[src/rtl/serterm_pkg.sv]
// Shared definitions for the serial terminal receive path: FSM states,
// oversampling ratio and the sample/decision points within one bit period.
package serterm_pkg;

  typedef enum logic [2:0] {
    RX_IDLE  = 3'd0,
    RX_START = 3'd1,
    RX_DATA  = 3'd2,
    RX_STOP  = 3'd3,
    RX_BREAK = 3'd4
  } rx_state_t;

  localparam int unsigned OSR = 16;

  localparam logic [3:0] SMP_LO  = 4'd7;
  localparam logic [3:0] SMP_MID = 4'd8;
  localparam logic [3:0] SMP_HI  = 4'd9;
  localparam logic [3:0] STOP_PT = 4'd9;
  localparam logic [3:0] END_PT  = 4'd15;

  // 2-of-3 majority vote
  function automatic logic maj3(input logic a, input logic b, input logic c);
    return (a & b) | (a & c) | (b & c);
  endfunction

endpackage

[src/rtl/rx_fifo.sv]
// Synchronous FIFO with wrap-bit pointers; a push while full is accepted only
// when a pop happens in the same cycle.
module rx_fifo #(
  parameter int unsigned DEPTH = 16,
  parameter int unsigned WIDTH = 8
) (
  input  logic             clk,
  input  logic             rst_n,
  input  logic             push,
  input  logic             pop,
  input  logic [WIDTH-1:0] din,
  output logic [WIDTH-1:0] dout,
  output logic             full,
  output logic             empty
);

  localparam int unsigned AW = $clog2(DEPTH);
  localparam int unsigned PW = AW + 1;

  logic [PW-1:0]    wptr;
  logic [PW-1:0]    rptr;
  logic [WIDTH-1:0] mem [DEPTH];
  logic             do_pop;
  logic             do_push;

  assign empty   = (wptr == rptr);
  assign full    = (wptr[AW] != rptr[AW]) && (wptr[AW-1:0] == rptr[AW-1:0]);
  assign do_pop  = pop & ~empty;
  assign do_push = push & (~full | do_pop);
  assign dout    = mem[rptr[AW-1:0]];

  // Pointer update
  always_ff @(posedge clk or negedge rst_n) begin
    if (!rst_n) begin
      wptr <= '0;
      rptr <= '0;
    end else begin
      if (do_push) wptr <= wptr + PW'(1);
      if (do_pop)  rptr <= rptr + PW'(1);
    end
  end

  // Storage is cleared so the head reads 0 out of reset
  always_ff @(posedge clk or negedge rst_n) begin
    if (!rst_n) begin
      for (int i = 0; i < int'(DEPTH); i++) mem[i] <= '0;
    end else if (do_push) begin
      mem[wptr[AW-1:0]] <= din;
    end
  end

endmodule

[src/rtl/serial_rx.sv]
// 8N1 UART receiver with 16x oversampling, 3-sample majority voting and an
// output FIFO presented on a valid/ready interface.
module serial_rx
  import serterm_pkg::*;
#(
  parameter int unsigned CLK_HZ = 12_000_000,
  parameter int unsigned BAUD   = 9600,
  parameter int unsigned DEPTH  = 16
) (
  input  logic       i_clk,
  input  logic       i_rst_n,
  input  logic       i_rx,
  output logic [7:0] o_char,
  output logic       o_valid,
  input  logic       i_ready,
  output logic       o_frame_err,
  output logic       o_overrun
);

  localparam int unsigned DIV = (CLK_HZ + (OSR / 2) * BAUD) / (OSR * BAUD);
  localparam int unsigned CW  = (DIV > 1) ? $clog2(DIV) : 1;
  localparam logic [CW-1:0] DIV_MAX = CW'(DIV - 1);

  rx_state_t   state;
  rx_state_t   state_nxt;
  logic        rx_meta;
  logic        rxs;
  logic [CW-1:0] cnt;
  logic        tick;
  logic [3:0]  s;
  logic [2:0]  smp;
  logic [2:0]  idx;
  logic [7:0]  shreg;
  logic        start_c;
  logic        at_end;
  logic        at_stop;
  logic        vote;
  logic        push_c;
  logic        ferr_c;
  logic        shift_c;
  logic        pop;
  logic        full;
  logic        empty;

  // Two-flop synchroniser, idling high
  always_ff @(posedge i_clk or negedge i_rst_n) begin
    if (!i_rst_n) begin
      rx_meta <= 1'b1;
      rxs     <= 1'b1;
    end else begin
      rx_meta <= i_rx;
      rxs     <= rx_meta;
    end
  end

  assign start_c = (state == RX_IDLE) && !rxs;
  assign tick    = (cnt == DIV_MAX);
  assign at_end  = tick && (s == END_PT);
  assign at_stop = tick && (s == STOP_PT);
  // Third vote comes straight from the line when deciding at the last sample point
  assign vote    = maj3(smp[0], smp[1], (s == SMP_HI) ? rxs : smp[2]);

  // Tick divider, realigned to the start edge
  always_ff @(posedge i_clk or negedge i_rst_n) begin
    if (!i_rst_n)             cnt <= '0;
    else if (start_c || tick) cnt <= '0;
    else                      cnt <= cnt + CW'(1);
  end

  // Sample counter and mid-bit samples
  always_ff @(posedge i_clk or negedge i_rst_n) begin
    if (!i_rst_n) begin
      s   <= '0;
      smp <= '0;
    end else if (start_c) begin
      s <= '0;
    end else if (tick) begin
      s <= s + 4'd1;
      if (s == SMP_LO)  smp[0] <= rxs;
      if (s == SMP_MID) smp[1] <= rxs;
      if (s == SMP_HI)  smp[2] <= rxs;
    end
  end

  always_ff @(posedge i_clk or negedge i_rst_n) begin
    if (!i_rst_n) state <= RX_IDLE;
    else          state <= state_nxt;
  end

  always_comb begin
    state_nxt = state;
    case (state)
      RX_IDLE:  if (!rxs)    state_nxt = RX_START;
      RX_START: if (at_end)  state_nxt = vote ? RX_IDLE : RX_DATA;
      RX_DATA:  if (at_end && (idx == 3'd7)) state_nxt = RX_STOP;
      RX_STOP:  if (at_stop) state_nxt = vote ? RX_IDLE : RX_BREAK;
      RX_BREAK: if (rxs)     state_nxt = RX_IDLE;
      default:               state_nxt = RX_IDLE;
    endcase
  end

  always_comb begin
    push_c  = 1'b0;
    ferr_c  = 1'b0;
    shift_c = 1'b0;
    case (state)
      RX_DATA: shift_c = at_end;
      RX_STOP: begin
        push_c = at_stop & vote;
        ferr_c = at_stop & ~vote;
      end
      default: ;
    endcase
  end

  // LSB-first deserialiser
  always_ff @(posedge i_clk or negedge i_rst_n) begin
    if (!i_rst_n) begin
      idx   <= '0;
      shreg <= '0;
    end else if ((state == RX_START) && at_end) begin
      idx <= '0;
    end else if (shift_c) begin
      shreg[idx] <= vote;
      idx        <= idx + 3'd1;
    end
  end

  assign pop     = o_valid & i_ready;
  assign o_valid = ~empty;

  rx_fifo #(.DEPTH(DEPTH), .WIDTH(8)) u_fifo (
    .clk   (i_clk),
    .rst_n (i_rst_n),
    .push  (push_c),
    .pop   (pop),
    .din   (shreg),
    .dout  (o_char),
    .full  (full),
    .empty (empty)
  );

  always_ff @(posedge i_clk or negedge i_rst_n) begin
    if (!i_rst_n) begin
      o_frame_err <= 1'b0;
      o_overrun   <= 1'b0;
    end else begin
      o_frame_err <= ferr_c;
      o_overrun   <= push_c & full & ~pop;
    end
  end

endmodule

[config.mk]
export PLATFORM = sky130hd
export DESIGN_NAME = serial_rx
export DESIGN_NICKNAME = d
export VERILOG_FILES = /design/src/rtl/serterm_pkg.sv /design/src/rtl/rx_fifo.sv /design/src/rtl/serial_rx.sv
export SDC_FILE = /design/constraint.sdc
export NUM_CORES = 1
export LEC_CHECK = 0
export ABC_CLOCK_PERIOD_IN_PS = 2750
export BUFFER_PORTS_ARGS = -buffer_cell sky130_fd_sc_hd__buf_2
export CAP_MARGIN = 25
export CORE_ASPECT_RATIO = 1.5
export CORE_MARGIN = 5
export CORE_UTILIZATION = 34
export CTS_CLUSTER_SIZE = 14
export DETAILED_ROUTE_END_ITERATION = 8
export PLACE_DENSITY_LB_ADDON = 0.08
export SYNTH_ARGS = -nofsm -noshare
export SYNTH_HDL_FRONTEND = slang
export SYNTH_SLANG_ARGS = --single-unit
export TNS_END_PERCENT = 100
[constraint.sdc]
create_clock -name i_clk -period 2.75 [get_ports i_clk]
set_clock_uncertainty 0.1 [all_clocks]
set_input_delay 0.55 -clock i_clk [delete_from_list [all_inputs] [get_ports i_clk]]
set_output_delay 0.55 -clock i_clk [all_outputs]
set_load 0.05 [all_outputs]
==> reports/metrics.yaml <==
cts_tree: "built"
synthArstFlopShare_pct: 100
syn_nets: 589
endpoint_kind: "output pin"
fmax_mhz: 345
slew_viol_final: 0
power_density_nw_per_um2: 691
setup_ws_ns: -0.148
p_leak_nw: 4.54
crit_type: "reg -> out"
cts.sinks: 170
dp_hpwl_microns: 12200
drive_gt1_share_pct: 48.1
start_util_pct: 34.5
wl_per_cell_microns: 19.2
postCtsHoldBufs: 0
synth.ff_latch_count: 170
totalWireLength_microns: 18000
io_buffers: 14
critPathLaunchType: "flip-flop"
slew_headroom_pct: 55.8
drc: 0
placed_cell_area_sq_um: 8850
yosysSeqAreaShare_pct: 52.0
synthDistinctLibCells: 44
yosysTopAreaCell: "dfrtp_1"
fill_cells: 2234
crit_fanout: 6
fin_util_pct: 40.8
finalCritPeriodShare_pct: 105
num_rows: 69
top_level_ports: 15
cts_buffer_depth: 2
dp_cells: 902
die-area_sq_um: 27300
violations: "setup timing"
synth_warnings: 0
grt_pass1_wl_microns: 29900
rsz0062_at_grt: "yes"
cp.required_ns: 2.10
syn_to_final_growth_pct: 18.4
final_cells: 940
synthTopCellsByArea: "dfrtp_1 51%, mux2_2 19%, mux4_2 8.8%"
synthFlopType: "dfrtp_1"
r2r_slack_ns: 0.14
status: "finished, violations left"
worst_pin_slew_ns: 0.662
crit_path_start: "u_fifo.rptr[0]"
setup_viol_count_final: 8
first_iter_violations: 170
grt_max_degree: 67
fp.dieW_microns: 137
syn_area_sq_um: 8190
p_total_mw: 6.69
worstReg2RegStart: "s[1]"
viasPerCell: 5.02
vias: 4719
clk_pin_slew_ns: 0.06
synth.avg_cell_area_sq_um: 14.3
grt_use_total_pct: 14.4
core_area_sq_um: 23700
gp_congestion: 0.699
synth_edf_count: 0
min_path_type: "in -> async"
diodes: 0
synth_top_area_share_pct: 51.4
firstDrtPassIters: 6
cap_violations: 0
clkLatencyLatePin_ns: 0.43
final_area_sq_um: 9690
antenna_left: 0
grt.overflow.total: 0
dieHeight_microns: 200
finalCriticalPeriod_ns: 2.90
nets: 624
cts_buffers: 17
critPathArrivalTime_ns: 2.25
hold_viol: 0
synth_cells: 573
grt_pass1_vias: 5245
ir_worst_vdd_uv: 468
cts_root_buf: "clkbuf_16"
htreeDepth: 4
antenna_found_initial: 0
per-stage QoR:
stage / setup slack, ns / hold slack [ns] / setup TNS, ns
3_5_place_dp: 0.0344 / 0.248 / 0
6_report: -0.148 / 0.00744 / -0.928
2_1_floorplan: 0.110 / 0.154 / 0
4_1_cts: -0.197 / 0.0390 / -1.45
3_3_place_gp: 0.0536 / 0.246 / 0
5_1_grt: -0.245 / 0.0566 / -1.70
cells by family (layout without fill, tap and decap cells):
| kind of cell | count (synthesis) | count (layout) | synth area share (%) |
|---|---|---|---|
| AOI/OAI and AO/OA | 27 | 27 | 2.09 |
| xor gates and xnor gates | 21 | 21 | 2.25 |
| adders and majority gates | 13 | 13 | 1.97 |
| buffers and inverters | 40 | 88 | 2.31 |
| DFF | 170 | 170 | 52.0 |
| muxes | 183 | 183 | 29.4 |
| and+or+nand+nor | 119 | 119 | 9.94 |
Yosys cell counts, types with 2 or more instances:
cell	instances
xnor2_1	10
mux4_2	32
buf_1	2
ha_1	12
nand3_1	5
a21oi_1	11
mux2i_1	9
nand2_1	18
nand4_4	4
nand3b_1	5
a22o_1	3
nor3b_1	2
o21ai_0	3
buf_4	6
nor3_1	5
inv_1	6
nor2_1	19
buf_2	7
nand4_1	7
mux2_2	141
nand4_2	12
xor2_1	11
clkbuf_1	18
nand4b_1	2
and2_1	13
and3_1	7
nor2b_1	10
dfstp_2	2
nor4_1	2
a211oi_1	8
dfrtp_1	168
sequential cells by signal (all words and copies together) (netlist names):
| signal | flops |
|---|---|
| u_fifo.mem | 128 |
| shreg | 8 |
| cnt | 7 |
| u_fifo.rptr | 5 |
| u_fifo.wptr | 5 |
| s | 4 |
| idx | 3 |
| smp | 3 |
| state | 3 |
| o_frame_err | 1 |
| o_overrun | 1 |
| rx_meta | 1 |
| rxs | 1 |
cell usage in the layout, fill, tap and decap left out, drive strengths merged, types with 2 or more instances in the layout:
master and count:
a211oi 8, a21oi 11, a22o 3, and2 13, and3 7, buf 50
clkbuf 19, clkinv 5, clkinvlp 3, dfrtp 168, dfstp 2, ha 12
inv 10, mux2 142, mux2i 9, mux4 32, nand2 19, nand3 5
nand3b 5, nand4 23, nand4b 2, nor2 19, nor2b 10, nor3 5
nor3b 2, nor4 3, o21ai 3, xnor2 10, xor2 11
layout make-up:
| type | count | area, sq um | share of cell area [%] |
|---|---|---|---|
| timing repair buffer | 50 | 518 | 5.35 |
| sequential | 170 | 4260 | 43.9 |
| multi-input combinational | 363 | 3900 | 40.3 |
| tap | 319 | 399 | 4.12 |
| clock inverter | 13 | 134 | 1.38 |
| clock buffer | 19 | 453 | 4.68 |
| inverter | 6 | 22.5 | 0.232 |
worst paths after layout:
kind / to / cells past startpoint
max: o_char[4] / 7
min: u_fifo.rptr[2] / 1
max reg2reg: u_fifo.mem[110] / 8
min reg2reg: rxs / 0
max in group asynchronous: rx_meta / 2
min in group i_clk: rx_meta / 1
power breakdown:
group          internal (mW)  switching, mW  total, mW
registers               2.54         0.0449       2.59
logic                  0.720           1.00       1.72
clock network           1.32           1.06       2.38
total                   4.58           2.11       6.69
layer usage:
layer,GRT usage (%),part of all wire (%)
met1,17.7,43
met2,25.7,54
met3,2.73,1.7
met4,3.81,1.2
met5,0,0
worst max-delay path, stage by stage (launching register included):
cell     delay, ns
dfrtp_2       0.43
buf_12        0.15
buf_12        0.14
buf_12        0.13
mux4_2        0.51
mux2i_2       0.19
a21oi_2       0.08
buf_6         0.17
what timing repair did:
item / in CTS / in global routing
gates cloned: 1 / 0
endpoints found under the setup margin: 8 / 58
buffers inserted: 5 / 1
hold endpoints to repair: 0 / 0
pin swaps: 7 / 4
gates resized for setup: 35 / 8
Note: power is estimated with default switching activity, not from simulation.
